[src/rtl/clk_strobe_pkg.sv]
// Shared types and helpers for the fractional strobe generator.
package clk_strobe_pkg;

  // Default accumulator / increment width.
  localparam int unsigned DEFAULT_ACC_W = 32;

  // Lock supervisor states.
  typedef enum logic [1:0] {
    IDLE   = 2'd0,
    SETTLE = 2'd1,
    LOCKED = 2'd2
  } lock_state_t;

  // Phase increment giving f_out from f_clk with a DEFAULT_ACC_W-bit accumulator
  // (floor of f_out * 2^ACC_W / f_clk); meant for benches and configuration code.
  function automatic logic [63:0] inc_for(input logic [63:0] f_out, input logic [63:0] f_clk);
    logic [63:0] scaled;
    scaled = f_out << DEFAULT_ACC_W;
    if (f_clk == 64'd0) begin
      return 64'd0;
    end else begin
      return scaled / f_clk;
    end
  endfunction

endpackage

[src/rtl/strobe_nco.sv]
// One NCO channel: phase accumulator plus a registered one-cycle carry strobe.
// With STROBE_SYNC_EN defined, sync_i reloads the accumulator with the increment.
module strobe_nco
  import clk_strobe_pkg::*;
#(
  parameter int unsigned ACC_W = DEFAULT_ACC_W
) (
  input  logic             clk,
  input  logic             rst_n,
  input  logic             enable_i,
  input  logic             sync_i,
  input  logic [ACC_W-1:0] inc_i,
  output logic             strobe_o
);

  logic [ACC_W-1:0] acc_q;
  logic [ACC_W-1:0] acc_d;
  logic             strobe_q;
  logic             strobe_d;
  logic [ACC_W:0]   sum_s;

  // Widened sum so the top bit is the wrap carry.
  assign sum_s = {1'b0, acc_q} + {1'b0, inc_i};

`ifndef STROBE_SYNC_EN
  // Realign is not built; sync_i is deliberately left unconnected here.
  logic sync_unused_s;
  assign sync_unused_s = sync_i;
`endif

  // Next phase and strobe: advance while enabled, hold phase and stay quiet otherwise.
  always_comb begin
    acc_d    = acc_q;
    strobe_d = 1'b0;
    if (enable_i) begin
`ifdef STROBE_SYNC_EN
      if (sync_i) begin
        acc_d    = inc_i;
        strobe_d = 1'b0;
      end else begin
        acc_d    = sum_s[ACC_W-1:0];
        strobe_d = sum_s[ACC_W];
      end
`else
      acc_d    = sum_s[ACC_W-1:0];
      strobe_d = sum_s[ACC_W];
`endif
    end else begin
      acc_d    = acc_q;
      strobe_d = 1'b0;
    end
  end

  // Accumulator and strobe registers.
  always_ff @(posedge clk or negedge rst_n) begin
    if (!rst_n) begin
      acc_q    <= {ACC_W{1'b0}};
      strobe_q <= 1'b0;
    end else begin
      acc_q    <= acc_d;
      strobe_q <= strobe_d;
    end
  end

  assign strobe_o = strobe_q;

endmodule

[src/rtl/clk_strobe_gen.sv]
// Multi-channel fractional clock-enable generator: config decode, increment
// registers, NCO channels and the lock supervisor.
// Optional feature macro: STROBE_SYNC_EN (sync_in phase realign of all channels).
module clk_strobe_gen
  import clk_strobe_pkg::*;
#(
  parameter  int unsigned NUM_CH      = 4,
  parameter  int unsigned ACC_W       = DEFAULT_ACC_W,
  parameter  int unsigned LOCK_CYCLES = 1024,
  localparam int unsigned CH_W        = (NUM_CH > 1) ? $clog2(NUM_CH) : 1
) (
  input  logic              clk,
  input  logic              rst_n,
  input  logic              enable,
  input  logic              cfg_valid,
  output logic              cfg_ready,
  input  logic [CH_W-1:0]   cfg_ch,
  input  logic [ACC_W-1:0]  cfg_inc,
  input  logic              sync_in,
  output logic [NUM_CH-1:0] strobe,
  output logic              locked
);

  localparam int unsigned      CNT_W    = $clog2(LOCK_CYCLES + 1);
  localparam logic [CNT_W-1:0] CNT_LAST = CNT_W'(LOCK_CYCLES - 1);
  localparam logic [CNT_W-1:0] CNT_MAX  = {CNT_W{1'b1}};

  logic             cfg_ready_q;
  logic             cfg_ready_d;
  logic             wr_s;
  lock_state_t      state_q;
  lock_state_t      state_d;
  logic [CNT_W-1:0] cnt_q;
  logic [CNT_W-1:0] cnt_d;
  logic             locked_q;
  logic             locked_d;

  // A write lands when requested and ready; ready then rests for one cycle.
  assign wr_s        = cfg_valid & cfg_ready_q;
  assign cfg_ready_d = ~wr_s;

  // Config handshake ready register.
  always_ff @(posedge clk or negedge rst_n) begin
    if (!rst_n) begin
      cfg_ready_q <= 1'b0;
    end else begin
      cfg_ready_q <= cfg_ready_d;
    end
  end

  for (genvar g = 0; g < NUM_CH; g++) begin : g_ch
    logic [ACC_W-1:0] inc_q;

    // Increment register: loads on an accepted write addressed to this channel.
    always_ff @(posedge clk or negedge rst_n) begin
      if (!rst_n) begin
        inc_q <= {ACC_W{1'b0}};
      end else if (wr_s && (cfg_ch == CH_W'(g))) begin
        inc_q <= cfg_inc;
      end else begin
        inc_q <= inc_q;
      end
    end

    strobe_nco #(
      .ACC_W (ACC_W)
    ) u_nco (
      .clk      (clk),
      .rst_n    (rst_n),
      .enable_i (enable),
      .sync_i   (sync_in),
      .inc_i    (inc_q),
      .strobe_o (strobe[g])
    );
  end

  // Lock supervisor: disable beats a write, a write restarts settling, counter saturates.
  always_comb begin
    state_d  = state_q;
    cnt_d    = cnt_q;
    case (state_q)
      IDLE: begin
        cnt_d = {CNT_W{1'b0}};
        if (enable) begin
          state_d = SETTLE;
        end else begin
          state_d = IDLE;
        end
      end
      SETTLE, LOCKED: begin
        if (!enable) begin
          state_d = IDLE;
          cnt_d   = {CNT_W{1'b0}};
        end else if (wr_s) begin
          state_d = SETTLE;
          cnt_d   = {CNT_W{1'b0}};
        end else if (state_q == LOCKED) begin
          state_d = LOCKED;
          cnt_d   = cnt_q;
        end else if (cnt_q == CNT_LAST) begin
          state_d = LOCKED;
          cnt_d   = cnt_q;
        end else if (cnt_q != CNT_MAX) begin
          state_d = SETTLE;
          cnt_d   = cnt_q + {{(CNT_W-1){1'b0}}, 1'b1};
        end else begin
          state_d = SETTLE;
          cnt_d   = cnt_q;
        end
      end
      default: begin
        state_d = IDLE;
        cnt_d   = {CNT_W{1'b0}};
      end
    endcase
    locked_d = (state_d == LOCKED);
  end

  // Lock state, counter and registered locked flag.
  always_ff @(posedge clk or negedge rst_n) begin
    if (!rst_n) begin
      state_q  <= IDLE;
      cnt_q    <= {CNT_W{1'b0}};
      locked_q <= 1'b0;
    end else begin
      state_q  <= state_d;
      cnt_q    <= cnt_d;
      locked_q <= locked_d;
    end
  end

  assign cfg_ready = cfg_ready_q;
  assign locked    = locked_q;

endmodule

[config.mk]
export PLATFORM = sky130hd
export DESIGN_NAME = clk_strobe_gen
export DESIGN_NICKNAME = d
export VERILOG_FILES = /design/src/rtl/clk_strobe_pkg.sv /design/src/rtl/strobe_nco.sv /design/src/rtl/clk_strobe_gen.sv
export SDC_FILE = /design/constraint.sdc
export NUM_CORES = 1
export LEC_CHECK = 0
export BUFFER_PORTS_ARGS = -buffer_cell sky130_fd_sc_hd__buf_2
export CORE_MARGIN = 2
export CORE_UTILIZATION = 64
export DETAILED_ROUTE_END_ITERATION = 8
export GPL_TIMING_DRIVEN = 0
export PLACE_DENSITY = 0.82
export SYNTH_ARGS = -nofsm -noshare
export SYNTH_HDL_FRONTEND = slang
export SYNTH_SLANG_ARGS = --single-unit
[constraint.sdc]
create_clock -name clk -period 4.1 [get_ports clk]
set_clock_uncertainty 0.2 [all_clocks]
set_input_delay 0.205 -clock clk [delete_from_list [all_inputs] [get_ports clk]]
set_output_delay 0.205 -clock clk [all_outputs]
set_load 0.05 [all_outputs]
==> flow_summary_export.csv <==
group,metric,value,unit
critical_path,cp_data_required_time,4.33,ns
sta,slew_violations,0,
cells_and_area,fin_util,72.8,%
die,floorplan.initialDensity,65.1,%
yosys,synth.top_cell.area_share,40.7,%
power,peakVddDrop,0.000599,V
drt,vias_per_cell,6.40,
grt,grt_max_degree,115,
drt,drcViolationCount,0,
die,dieArea,0.0278,mm2
clock_tree,post_cts.repair.setup_buffers,0,
yosys,syn-cell-area,0.0169,mm2
hold_path,holdCritPathClass,"in -> async",
cells_and_area,area_growth,11.7,%
run_status,status,"complete, but fails checks",
power,finalPower,16.1,mW
critical_path,end_kind,"flop",
power,internal_power,9.37,mW
cells_and_area,drive_gt1_share,19.3,%
placed_design,placedCellCount,1995,
clock_tree,clock_sinks,275,
cells_and_area,stdcell_count,2084,
placed_design,dpl.hpwl,30100,um
drt,vias,13300,
yosys,postSynth.asyncResetShare,100,%
yosys,syn_nets,1792,
placed_design,gp_congestion,0.981,
grt,grt_pass1_vias,13200,
power,clkPwrFrac,16.0,%
yosys,synth_area_leaders,"dfrtp_1, mux2_2, ha_1",
sta,slew_headroom,36.1,%
clock_tree,htree_levels,1,
sta,finalHoldViolCount,1,
placed_design,dpl_worst_slack,0.606,ns
yosys,postSynthCellCount,1616,
critical_path,timing.rr.start,"g_ch[2].inc_q[0]",
drt,wirelength,41900,um
run_status,violations,"hold timing",
power,power_frac_comb,57.3,%
power,netSwitchingFraction,41.9,%
clock_tree,clockRootBuffer,"clkbuf_16",
yosys,avgSynthCellArea,10.5,um2
power,netSwitchingPower,6.75,mW
grt,grt_pass1_wl,68500,um
grt,antenna_found_initial,0,
critical_path,worstSetupPathType,"reg -> reg",
yosys,synth.yosys.warnings,0,
cells_and_area,diodes,0,
flow_run,drv_cap,0,
power,power_density,852,mW/mm2
sta,rsz0062_at_grt,"false",
sta,hold_slack,-0.00779,ns
critical_path,cp-startpoint,"g_ch[2].inc_q[0]",
drt,wire_per_inst,20.1,um
clock_tree,clock_path_buffers,3,
die,pin_count,45,
yosys,synth_edf_count,0,
die,die_w,167,um
grt,grt_use_total,30.2,%
yosys,yosys_register_bits,275,
die,coreArea,0.0260,mm2
grt,grt_overflow,0,
power,seqPwrFrac,26.7,%
drt,drt_first_iter_violations,1132,
sta,setup_viol,0,
critical_path,setup.worst_path.start_class,"flop",
clock_tree,clk_pin_slew_worst_paths,0.06,ns
yosys,synth_cell_types,78,
die,rows,59,
clock_tree,cts_buffers,30,
critical_path,arrival,3.85,ns
drt,drt_pass1_iterations,6,
sta,period_share,88.2,%
clock_tree,clk_latency,0.56,ns
sta,worst_pin_slew,0.958,ns
clock_tree,cts_tree,"built",
die,die_h,167,um
sta,max_clock_freq,277,MHz
yosys,yosysSeqAreaShare,40.7,%
yosys,synth.largest_area_cell,"dfrtp_1",
placed_design,io_buffers,42,
power,p_leak,8.48,nW
sta,fin_ws,0.486,ns
drt,ant_nets,0,
sta,period_needed,3.61,ns
cells_and_area,layout.nets,1903,
yosys,yosys_most_used_dff,"dfrtp_1",
critical_path,crit_fanout,3,
## synth_stat cells (3+ instances only)
cell type and instances:
nand4_1 22, xnor2_1 67, dfrtp_1 275, nand4b_1 3, o22ai_1 4, nor3_1 19
o21a_1 14, o31a_1 4, nand3_1 28, a221o_1 4, a211oi_1 15, nor2_1 80
a2111oi_0 5, a221oi_1 5, o31ai_1 12, buf_1 6, ha_1 133, buf_4 4
o21bai_1 11, a21oi_1 144, clkbuf_1 47, nand2b_1 5, nor4_1 3, nor2b_1 7
o211ai_1 16, and3_1 18, a21boi_0 4, a21oi_2 3, fa_1 4, inv_1 48
a21o_1 59, o221ai_1 3, xor2_1 41, nand2_1 111, and2_1 7, a211o_1 4
or3_1 6, or4_1 3, o21ai_0 62, o2111ai_1 6, mux2_2 228, a31oi_1 10
o21ai_1 22
## path summary, 6_finish.rpt
kind | to | slack (ns) | depth (start not counted)
hold / removal | g_ch[3].u_nco.acc_q[4] | -0.008 | 2
setup reg to reg | g_ch[2].u_nco.acc_q[30] | 0.49 | 10
setup / recovery | g_ch[2].u_nco.acc_q[30] | 0.49 | 10
hold reg to reg | g_ch[0].u_nco.acc_q[27] | 0.29 | 2
max in group asynchronous | g_ch[2].u_nco.acc_q[26] | 2.74 | 3
min in group clk | g_ch[0].inc_q[0] | 0 | 3
## layer usage
layer / wire, um / track usage, % / up-vias / share of wire, %
li1: - / - / 6173 / -
met1: 17800 / 40.7 / 6590 / 43
met2: 19900 / 50.6 / 481 / 47
met3: 2380 / 3.42 / 98 / 5.7
met4: 1770 / 11.7 / 0 / 4.2
met5: 0 / 0 / - / 0
## cells in the final DEF (no fill, tap or decap), drive strengths merged, types with 18 or more instances in the layout
cell type / count
a21o: 59
a21oi: 147
and3: 18
buf: 54
clkbuf: 92
dfrtp: 275
dlygate4sd3: 35
ha: 133
inv: 48
mux2: 228
nand2: 111
nand3: 28
nand4: 22
nor2: 80
nor3: 19
o21ai: 85
xnor2: 67
xor2: 41
## worst max-delay path, cell delays in order, from the launching register on
cell,delay [ns]
dfrtp_1,0.39
ha_1,0.25
fa_1,0.41
a21o_1,0.24
a221oi_1,0.46
nand2_1,0.15
a2111o_1,0.50
a21oi_2,0.29
o311ai_1,0.15
xor2_1,0.17
mux2_2,0.27
## flip-flops by register name (all words and copies together) (netlist names)
| name | cells |
|---|---|
| g_ch.inc_q | 128 |
| g_ch.u_nco.acc_q | 128 |
| cnt_q | 11 |
| g_ch.u_nco.strobe_o | 4 |
| state_q | 2 |
| cfg_ready | 1 |
| locked | 1 |
## kinds of logic (layout without fill, tap and decap cells)
| group | after synthesis | after routing | share of synthesized area [%] |
|---|---|---|---|
| compound gates | 437 | 437 | 16.8 |
| simple gates | 324 | 324 | 9.01 |
| flops | 275 | 275 | 40.7 |
| mux | 229 | 229 | 15.2 |
| fa+ha+maj | 137 | 137 | 10.3 |
| xor+xnor | 108 | 108 | 5.59 |
| buf+inv | 106 | 239 | 2.44 |
## layout make-up
cell class                 instances  area (um2)
multi-input combinational       1235        9640
sequential                       275        6880
inverter                          49         184
clock buffer                      45         888
buffer                            57         229
timing repair buffer              79         626
tap                              335         419
clock inverter                     9        47.5
fill                            1851        7070
## power groups by stage
stage	logic [mW]	clock network [mW]	registers (mW)
3_5_place_dp	8.95	0	4.33
4_1_cts	9.09	2.61	4.30
6_report	9.24	2.58	4.30
3_3_place_gp	8.58	0	4.26
2_1_floorplan	7.27	0	4.15
5_1_grt	10.2	2.73	4.42
## through the flow
step,setup TNS [ns],hold slack [ns],instance area (um2)
2_1_floorplan,0,-0.291,16900
3_3_place_gp,-636.23,0.272,17600
3_5_place_dp,0,0.00716,17600
4_1_cts,0,0.0239,18900
5_1_grt,0,0.00251,18900
6_report,0,-0.00779,18900
## what timing repair did
item	in CTS	in global routing
gates resized for setup	0	0
hold endpoints to repair	347	1
setup endpoints to repair	0	0
hold buffers	34	1
No activity file was read; power rests on OpenSTA's default activity.
